**config.mk**
```make
export PLATFORM = sky130hd
export DESIGN_NAME = spi_tx_stream
export DESIGN_NICKNAME = d
export VERILOG_FILES = /design/src/rtl/spi_tx_stream.sv
export SDC_FILE = /design/constraint.sdc
export NUM_CORES = 1
export LEC_CHECK = 0
export CORE_UTILIZATION = 35
export CTS_CLUSTER_DIAMETER = 60
export CTS_CLUSTER_SIZE = 12
export DETAILED_ROUTE_END_ITERATION = 10
export PLACE_DENSITY = 0.59
export SETUP_SLACK_MARGIN = 0.5
export SLEW_MARGIN = 20
export SYNTH_ARGS = -nofsm -noshare
export SYNTH_HDL_FRONTEND = slang
export SYNTH_SLANG_ARGS = --single-unit
```
**constraint.sdc**
```tcl
create_clock -name axi_aclk -period 2.3 [get_ports axi_aclk]
set_clock_uncertainty 0.05 [all_clocks]
set_input_delay 0.46 -clock axi_aclk [delete_from_list [all_inputs] [get_ports axi_aclk]]
set_output_delay 0.46 -clock axi_aclk [all_outputs]
set_load 0.01 [all_outputs]
```
**src/rtl/spi_tx_stream.sv**
```systemverilog
// SPI slave transmitter fed from an AXI-stream FIFO. spi_clk/spi_cs are oversampled
// on axi_aclk; each word is popped in LOAD and shifted out on spi_miso in SHIFT.
module spi_tx_stream #(
  parameter int DATA_WIDTH = 8,
  parameter int FIFO_DEPTH = 16,
  parameter int CPOL = 0,
  parameter int CPHA = 0,
  parameter int MSB_FIRST = 1,
  parameter logic [DATA_WIDTH-1:0] IDLE_FILL = '0
) (
  input  logic                          axi_aclk,
  input  logic                          axi_areset,
  input  logic                          spi_clk,
  input  logic                          spi_cs,
  output logic                          spi_miso,
  output logic                          spi_miso_oe,
  input  logic                          axis_rvalid,
  output logic                          axis_rready,
  input  logic [DATA_WIDTH-1:0]         axis_rdata,
  input  logic                          axis_rlast,
  output logic [$clog2(FIFO_DEPTH):0]   fifo_level,
  output logic                          underrun,
  output logic                          frame_done
);

  // state  | meaning
  // IDLE   | chip select high, miso held 0, spi_clk edges ignored
  // LOAD   | one cycle: pop FIFO head (or IDLE_FILL) into the shift register
  // SHIFT  | sample edges count bits, shift edges present the next bit

  localparam int PW = $clog2(FIFO_DEPTH);
  localparam int CW = (DATA_WIDTH > 1) ? $clog2(DATA_WIDTH) : 1;
  localparam logic [CW-1:0] CNT_LAST = CW'(DATA_WIDTH - 1);
  localparam logic [PW:0] LVL_FULL = (PW + 1)'(FIFO_DEPTH);
  localparam logic CLK_IDLE = (CPOL != 0);

  typedef enum logic [1:0] {ST_IDLE, ST_LOAD, ST_SHIFT} state_t;

  state_t                state_q, state_d;
  logic                  sclk_s1_q, sclk_s1_d, sclk_s2_q, sclk_s2_d, sclk_d1_q, sclk_d1_d;
  logic                  cs_s1_q, cs_s1_d, cs_s2_q, cs_s2_d, cs_d1_q, cs_d1_d;
  logic [DATA_WIDTH-1:0] sh_q, sh_d;
  logic                  last_q, last_d;
  logic [CW-1:0]         cnt_q, cnt_d;
  logic                  miso_q, miso_d;
  logic                  oe_q, oe_d;
  logic                  underrun_q, underrun_d;
  logic                  frame_done_q, frame_done_d;
  logic                  rready_q, rready_d;
  logic [PW-1:0]         wr_ptr_q, wr_ptr_d, rd_ptr_q, rd_ptr_d;
  logic [PW:0]           level_q, level_d;
  logic [DATA_WIDTH:0]   mem_q [FIFO_DEPTH];

  logic sclk_rise, sclk_fall, lead_edge, trail_edge, sample_edge, shift_edge;
  logic cs_fall, cs_rise, wr_en, rd_en;
  logic [DATA_WIDTH:0] head;

  assign sclk_rise   = sclk_s2_q & ~sclk_d1_q;
  assign sclk_fall   = ~sclk_s2_q & sclk_d1_q;
  assign lead_edge   = CLK_IDLE ? sclk_fall : sclk_rise;
  assign trail_edge  = CLK_IDLE ? sclk_rise : sclk_fall;
  assign sample_edge = (CPHA != 0) ? trail_edge : lead_edge;
  assign shift_edge  = (CPHA != 0) ? lead_edge : trail_edge;
  assign cs_fall     = ~cs_s2_q & cs_d1_q;
  assign cs_rise     = cs_s2_q & ~cs_d1_q;
  assign head        = mem_q[rd_ptr_q];
  assign wr_en       = axis_rvalid & rready_q;

  function automatic logic out_bit(input logic [DATA_WIDTH-1:0] w);
    return (MSB_FIRST != 0) ? w[DATA_WIDTH-1] : w[0];
  endfunction

  always_comb begin
    sclk_s1_d    = spi_clk;
    sclk_s2_d    = sclk_s1_q;
    sclk_d1_d    = sclk_s2_q;
    cs_s1_d      = spi_cs;
    cs_s2_d      = cs_s1_q;
    cs_d1_d      = cs_s2_q;
    state_d      = state_q;
    sh_d         = sh_q;
    last_d       = last_q;
    cnt_d        = cnt_q;
    miso_d       = miso_q;
    oe_d         = ~cs_s2_q;
    underrun_d   = 1'b0;
    frame_done_d = 1'b0;
    rd_en        = 1'b0;

    if (cs_rise) begin
      state_d = ST_IDLE;
      cnt_d   = '0;
      miso_d  = 1'b0;
    end else begin
      case (state_q)
        ST_IDLE: begin
          miso_d = 1'b0;
          if (cs_fall) state_d = ST_LOAD;
        end
        ST_LOAD: begin
          if (level_q != '0) begin
            rd_en  = 1'b1;
            sh_d   = head[DATA_WIDTH-1:0];
            last_d = head[DATA_WIDTH];
          end else begin
            sh_d       = IDLE_FILL;
            last_d     = 1'b0;
            underrun_d = 1'b1;
          end
          cnt_d   = '0;
          miso_d  = out_bit(sh_d);
          state_d = ST_SHIFT;
        end
        ST_SHIFT: begin
          // a shift edge before the word's first sample belongs to the previous word
          if (sample_edge) begin
            if (cnt_q == CNT_LAST) begin
              state_d      = ST_LOAD;
              cnt_d        = '0;
              frame_done_d = last_q;
            end else begin
              cnt_d = cnt_q + CW'(1);
            end
          end else if (shift_edge && cnt_q != '0) begin
            sh_d   = (MSB_FIRST != 0) ? (sh_q << 1) : (sh_q >> 1);
            miso_d = out_bit(sh_d);
          end
        end
        default: state_d = ST_IDLE;
      endcase
    end

    wr_ptr_d = wr_en ? wr_ptr_q + PW'(1) : wr_ptr_q;
    rd_ptr_d = rd_en ? rd_ptr_q + PW'(1) : rd_ptr_q;
    case ({wr_en, rd_en})
      2'b10:   level_d = level_q + (PW + 1)'(1);
      2'b01:   level_d = level_q - (PW + 1)'(1);
      default: level_d = level_q;
    endcase
    rready_d = (level_d != LVL_FULL);
  end

  always_ff @(posedge axi_aclk) begin
    if (axi_areset) begin
      sclk_s1_q    <= CLK_IDLE;
      sclk_s2_q    <= CLK_IDLE;
      sclk_d1_q    <= CLK_IDLE;
      cs_s1_q      <= 1'b1;
      cs_s2_q      <= 1'b1;
      cs_d1_q      <= 1'b1;
      state_q      <= ST_IDLE;
      sh_q         <= '0;
      last_q       <= 1'b0;
      cnt_q        <= '0;
      miso_q       <= 1'b0;
      oe_q         <= 1'b0;
      underrun_q   <= 1'b0;
      frame_done_q <= 1'b0;
      rready_q     <= 1'b0;
      wr_ptr_q     <= '0;
      rd_ptr_q     <= '0;
      level_q      <= '0;
    end else begin
      sclk_s1_q    <= sclk_s1_d;
      sclk_s2_q    <= sclk_s2_d;
      sclk_d1_q    <= sclk_d1_d;
      cs_s1_q      <= cs_s1_d;
      cs_s2_q      <= cs_s2_d;
      cs_d1_q      <= cs_d1_d;
      state_q      <= state_d;
      sh_q         <= sh_d;
      last_q       <= last_d;
      cnt_q        <= cnt_d;
      miso_q       <= miso_d;
      oe_q         <= oe_d;
      underrun_q   <= underrun_d;
      frame_done_q <= frame_done_d;
      rready_q     <= rready_d;
      wr_ptr_q     <= wr_ptr_d;
      rd_ptr_q     <= rd_ptr_d;
      level_q      <= level_d;
    end
  end

  // storage needs no reset; the pointers alone define valid entries
  always_ff @(posedge axi_aclk) begin
    if (wr_en) mem_q[wr_ptr_q] <= {axis_rlast, axis_rdata};
  end

  assign spi_miso    = miso_q;
  assign spi_miso_oe = oe_q;
  assign axis_rready = rready_q;
  assign fifo_level  = level_q;
  assign underrun    = underrun_q;
  assign frame_done  = frame_done_q;

endmodule

```
; Yosys cells after proc, flatten, opt, wreduce, memory -nomap -nowiden
; Memories as Yosys holds them, arrays and structs flattened. A register that Yosys moved wholly into a read port is not among the register bits.
; Cells that the tools add are included.
[word_totals]
reg_bits = 37
latch_bits = 0
ramBits = 144
rom_bits = 0
out_inout_bits = 10
elab_cells = 87
n_memories = 1
[memory_table]
columns = memory, words, word_bits, read_ports, rd_ports_with_merged_regs, wr, line_no
row1 = mem_q, 16, 9, 1, 1, 1, 52  ; logic [DATA_WIDTH:0] mem_q [FIFO_DEPTH];
[op_classes]
add_sub_neg = 5
n_mul = 0
n_div = 0
magnitude_cmp = 0
n_eq_ne = 11
shifts = 0
mux = 24
bitwise = 14
reduce_logical = 14
[ops]
columns = op, count
row1 = $mux W7, 2
row2 = $pmux W7 S2, 1
row3 = $ne A2 B2 Y1 const B, 5
row4 = $pmux W5 S2, 1
row5 = $mux W1, 9
row6 = $not A1 Y1, 9
row7 = $add A4 B1 Y4 const B, 2
row8 = $mux W4, 2
row9 = $mux W8, 1
row10 = $mux W2, 3
row11 = $mux W3, 2
row12 = $pmux W2 S3, 1
row13 = $pmux W3 S2, 1
row14 = $reduce_and A3 Y1, 2
row15 = $reduce_bool A3 Y1, 2
row16 = $add A5 B1 Y5 const B, 1
row17 = $and A1 B1 Y1, 5
row18 = $ne A5 B5 Y1 const B, 1
row19 = $reduce_bool A5 Y1, 1
row20 = $reduce_or A5 Y1, 1
row21 = $sub A5 B1 Y5 const B, 1
row22 = $eq A2 B1 Y1 const B, 2
row23 = $eq A2 B2 Y1 const B, 2
row24 = $reduce_and A2 Y1, 2
row25 = 9 further kinds, 9

; Logic depth before layout (Yosys ltp)
[depth]
word_depth = 7
depth_mapped = 12
depth_no_buf = 11

; Worst setup path after synthesis
; OpenSTA, ideal clock, no wires.
[synth_timing]
kind = register -> register
from = reg level_q[2], in the netlist fifo_level[2]
to = reg rready_q, in the netlist axis_rready
setup_ps = 133
t_arrival_ps = 2321
slack_ps = -203
path_stages_with_launch = 12
path_buffers = 1
synth_period_minus_slack_ps = 2503
cell_sequence = dfxtp_1 > clkbuf_2 > or3_4 > nor3_2 > nor2_1 > xor2_1 > ha_1 > a21oi_1 > or3_1 > and3_1 > o32ai_1 > a31oi_1
[synth_between]
elab_chain_len = 7
word_cells_on_any_way = 10
[synth_lines]
columns = item, line_no
row1 = start: declaration, 51  ; logic [PW:0] level_q, level_d;
row2 = start signal: assignment, 181  ; level_q <= level_d;
row3 = $reduce_bool A5 Y1, 101  ; if (level_q != '0) begin
row4 = $mux W1, 101
row5 = $mux W1, 95  ; case (state_q)
row6 = $mux W1, 90  ; if (cs_rise) begin
row7 = $eq A2 B1 Y1 / $eq A2 B2 Y1 (equally long branches), 135  ; case ({wr_en, rd_en})
row8 = $pmux W5 S2 (*), 135
row9 = $ne A5 B5 Y1 (*), 140  ; rready_d = (level_d != LVL_FULL);
row10 = end signal: assignment, 178  ; rready_q <= rready_d;
row11 = end: declaration, 49  ; logic rready_q, rready_d;
; Every way passes the cells marked *; elsewhere a longest branch is shown, timed or not.
; A chain may end at the register's enable or synchronous reset.

; Final worst setup path
[layout_timing]
from = reg level_q[1], in the netlist fifo_level[1]
to = reg rready_q, in the netlist axis_rready
; Same word-level chain as after synthesis.

==> run summary <==
outcome: finished with violations
violated checks: setup timing
Register Area: 0.00516 mm2
Synth area leader: edfxtp_1
CTS tree: done
worst slew pin tran: 0.561 ns
final worst path period share: 105%
Max FO, Critical Path: 2
Startpoint Class: flop
cell area after synthesis: 0.00740 mm2
initial antenna violation count: 0
Reg2Reg Setup Slack: -0.12 ns
die height: 147 um
Placed Area: 0.00830 mm2
endpoints failing hold: 0
cell with the most instances after synthesis: edfxtp_1
reg2reg end: axis_rready$_SDFF_PP0_
synth unique cells: 48
post-layout util: 46.0%
Mean Syn Cell Area: 16.3 um2
Die W: 147 um
Post-route DRC: 0
row count: 52
hold endpoint: cs_d1_d$_SDFF_PP1_
Leak Pwr: 3.23 nW
Slew Limit Fails: 0
Clock Sinks: 185
number of synthesized flops with an enable pin: 144
Initial Util: 36.1%
VDD IR max: 454 uV
Layout Nets: 571
#FFs+latches synth: 185
IO Port Bufs: 23
RSZ-0062 raised after global routing: true
Layout fillers: 1,730
number of DRC markers in iteration 0: 219
GR peak layer: met2
area of the multi-input gates: 0.00237 mm2
first-pass GRT wire length: 24,100 um
total number of vias: 4,097
Area contributors post-synth: edfxtp_1 (58%), dfxtp_1 (11%), mux4_2 (9.4%)
CTS buffer count: 17
Core ar.: 0.0205 mm2
Hold Crit Class: reg -> reg
Yosys top cell area share: 58.4%
IO Pins: 24
Final ANT Viol Nets: 0
Congestion Overflow GR: 0
Hold WS: 0.381 ns
Setup crit start: fifo_level[1]$_SDFF_PP0_
register area share after synthesis: 69.5%
Final WS setup: -0.124 ns
Clk Latency, worst-skew pair: 0.42 ns
final wirelength: 15,400 um
FF-to-FF Start: fifo_level[1]$_SDFF_PP0_
drt via density: 4.96
FMAX: 413 MHz
design area: 0.00943 mm2
Final Total Pwr: 0.00775 W
grt met2 use: 25.0%
Power Density: 822 mW/mm2
layout cell share with drive strength beyond 1: 36.0%
diode count: 0
Clock Pin Slew Worst Setup and Hold Paths: 0.07 ns
final setup fails: 4
GRT met3 Usage: 3.12%
number of stages on the worst hold path: 1
max-cap violations: 0
H-tree depth: 4
Worst Setup End Kind: flop
die area: 0.0217 mm2
Setup CP Type: reg -> reg
GP Congestion: 0.774
Layout area overhead: 27.4%
Required @ worst endpoint: 2.56 ns
Max Root-Sink Buffers: 2
Synth top cells by count: edfxtp_1 (144), nor2_1 (52), dfxtp_1 (41)
largest net degree at the start of global routing: 33
HP Start: cs_s1_q$_SDFF_PP1_
All-Layer GR Usage: 15.1%
reg2reg path depth: 10
Synth async-reset ratio: 0%
cell count after synthesis: 453
HPWL Detailed: 9520 um
Slew HR: 62.5%
GR Util met1: 20.0%
Tmin final: 2.42 ns
Routed WL per cell: 18.7 um
vias in the first global route: 4,203
Synth Flop Type: edfxtp_1
DR pass1 iterations: 4
Syn Nets: 481
Root Driver: clkbuf_16
critical path arrival: 2.68 ns
cts hold-fix bufs: 0
Yosys Warn Count: 0
[area by class of cell]
class / count / area share, %
Sequential cell: 185 / 54.7
Multi-Input combinational cell: 236 / 25.2
Timing Repair Buffer: 91 / 10.0
Clock buffer: 19 / 4.59
Tap cell: 270 / 3.58
Clock inverter: 13 / 1.46
Inverter: 12 / 0.491
[layer usage]
| layer | routed length (um) | vias to the layer above |
|---|---|---|
| li1 | - | 1927 |
| met3 | 705 | 12 |
| met1 | 6850 | 2075 |
| met4 | 170 | 0 |
| met5 | 0 | - |
| met2 | 7720 | 83 |
[layout by cell type (no fill, tap or decap), drive strengths merged, types with 2 or more instances in the layout]
cell           count
mux2i              5
clkdlybuf4s50     13
xor2               7
a211oi             7
clkbuf            20
buf               67
ha                14
nand2             15
nand4              2
o21ai              3
mux4              37
a31oi              4
nand2b             7
dfxtp             41
or2                2
edfxtp           144
xnor2              4
nor2              52
clkinv             8
a22oi             15
inv               16
and3               2
nor3              14
a21oi             15
or3                2
dlymetal6s2s       3
nor2b              9
nand3              5
dlygate4sd2        7
and2               3
[critical path: stages, from the launching register on]
cell,delay (ns)
dfxtp_2,0.32
or3_4,0.40
nor3_4,0.23
nor2_2,0.08
xor2_1,0.14
ha_2,0.22
a21oi_2,0.05
or3_4,0.33
and3_4,0.16
o32ai_2,0.22
a31oi_1,0.11
[repair_timing]
item / CTS / global route
cloned: 2 / 0
resized for setup: 52 / 41
pin swaps: 31 / 25
buffers inserted: 11 / 11
endpoints found under the setup margin: 22 / 24
hold endpoints to repair: 0 / 0
[power breakdown]
| part | leakage, nW | switching [W] | internal [W] |
|---|---|---|---|
| clock network | 0.282 | 0.00128 | 0.00153 |
| registers | 1.63 | 0.0000600 | 0.00369 |
| logic | 1.31 | 0.000594 | 0.000601 |
| total | 3.23 | 0.00193 | 0.00582 |
[stage by stage]
stage / instances / setup slack, ns / setup TNS [ns]
after global placement: 770 / -0.460 / -1.29
after floorplan: 453 / -0.165 / -0.297
after global routing: 826 / -0.234 / -0.828
after CTS: 815 / -0.145 / -0.355
final: 826 / -0.124 / -0.358
after detailed placement: 770 / -0.525 / -1.50
[state kept, by name, summed over array words and instances, names as in the netlist, 2 cells and up, named ones only]
signal,cells
cnt_q,3
fifo_level,5
mem_q,144
rd_ptr_q,4
sh_q,7
state_q,2
wr_ptr_q,4
[how the worst max path moves through the flow]
stage / endpoint / slack (ns)
floorplan: axis_rready$_SDFF_PP0_ / -0.16
global placement: axis_rready$_SDFF_PP0_ / -0.46
detailed placement: axis_rready$_SDFF_PP0_ / -0.53
CTS: axis_rready$_SDFF_PP0_ / -0.15
global route: axis_rready$_SDFF_PP0_ / -0.23
finish: axis_rready$_SDFF_PP0_ / -0.12
[logic make-up (layout without fill, tap and decap cells)]
group	Yosys count	after routing	synth area share [%]
DFF	185	185	69.5
and+or+nand+nor	117	117	7.74
adders and majority gates	14	14	2.37
muxes	43	43	12.4
AOI/OAI and AO/OA	51	51	4.56
xor gates and xnor gates	11	11	1.30
buffers and inverters	32	135	2.16
Power figures use the tool's default switching activity.
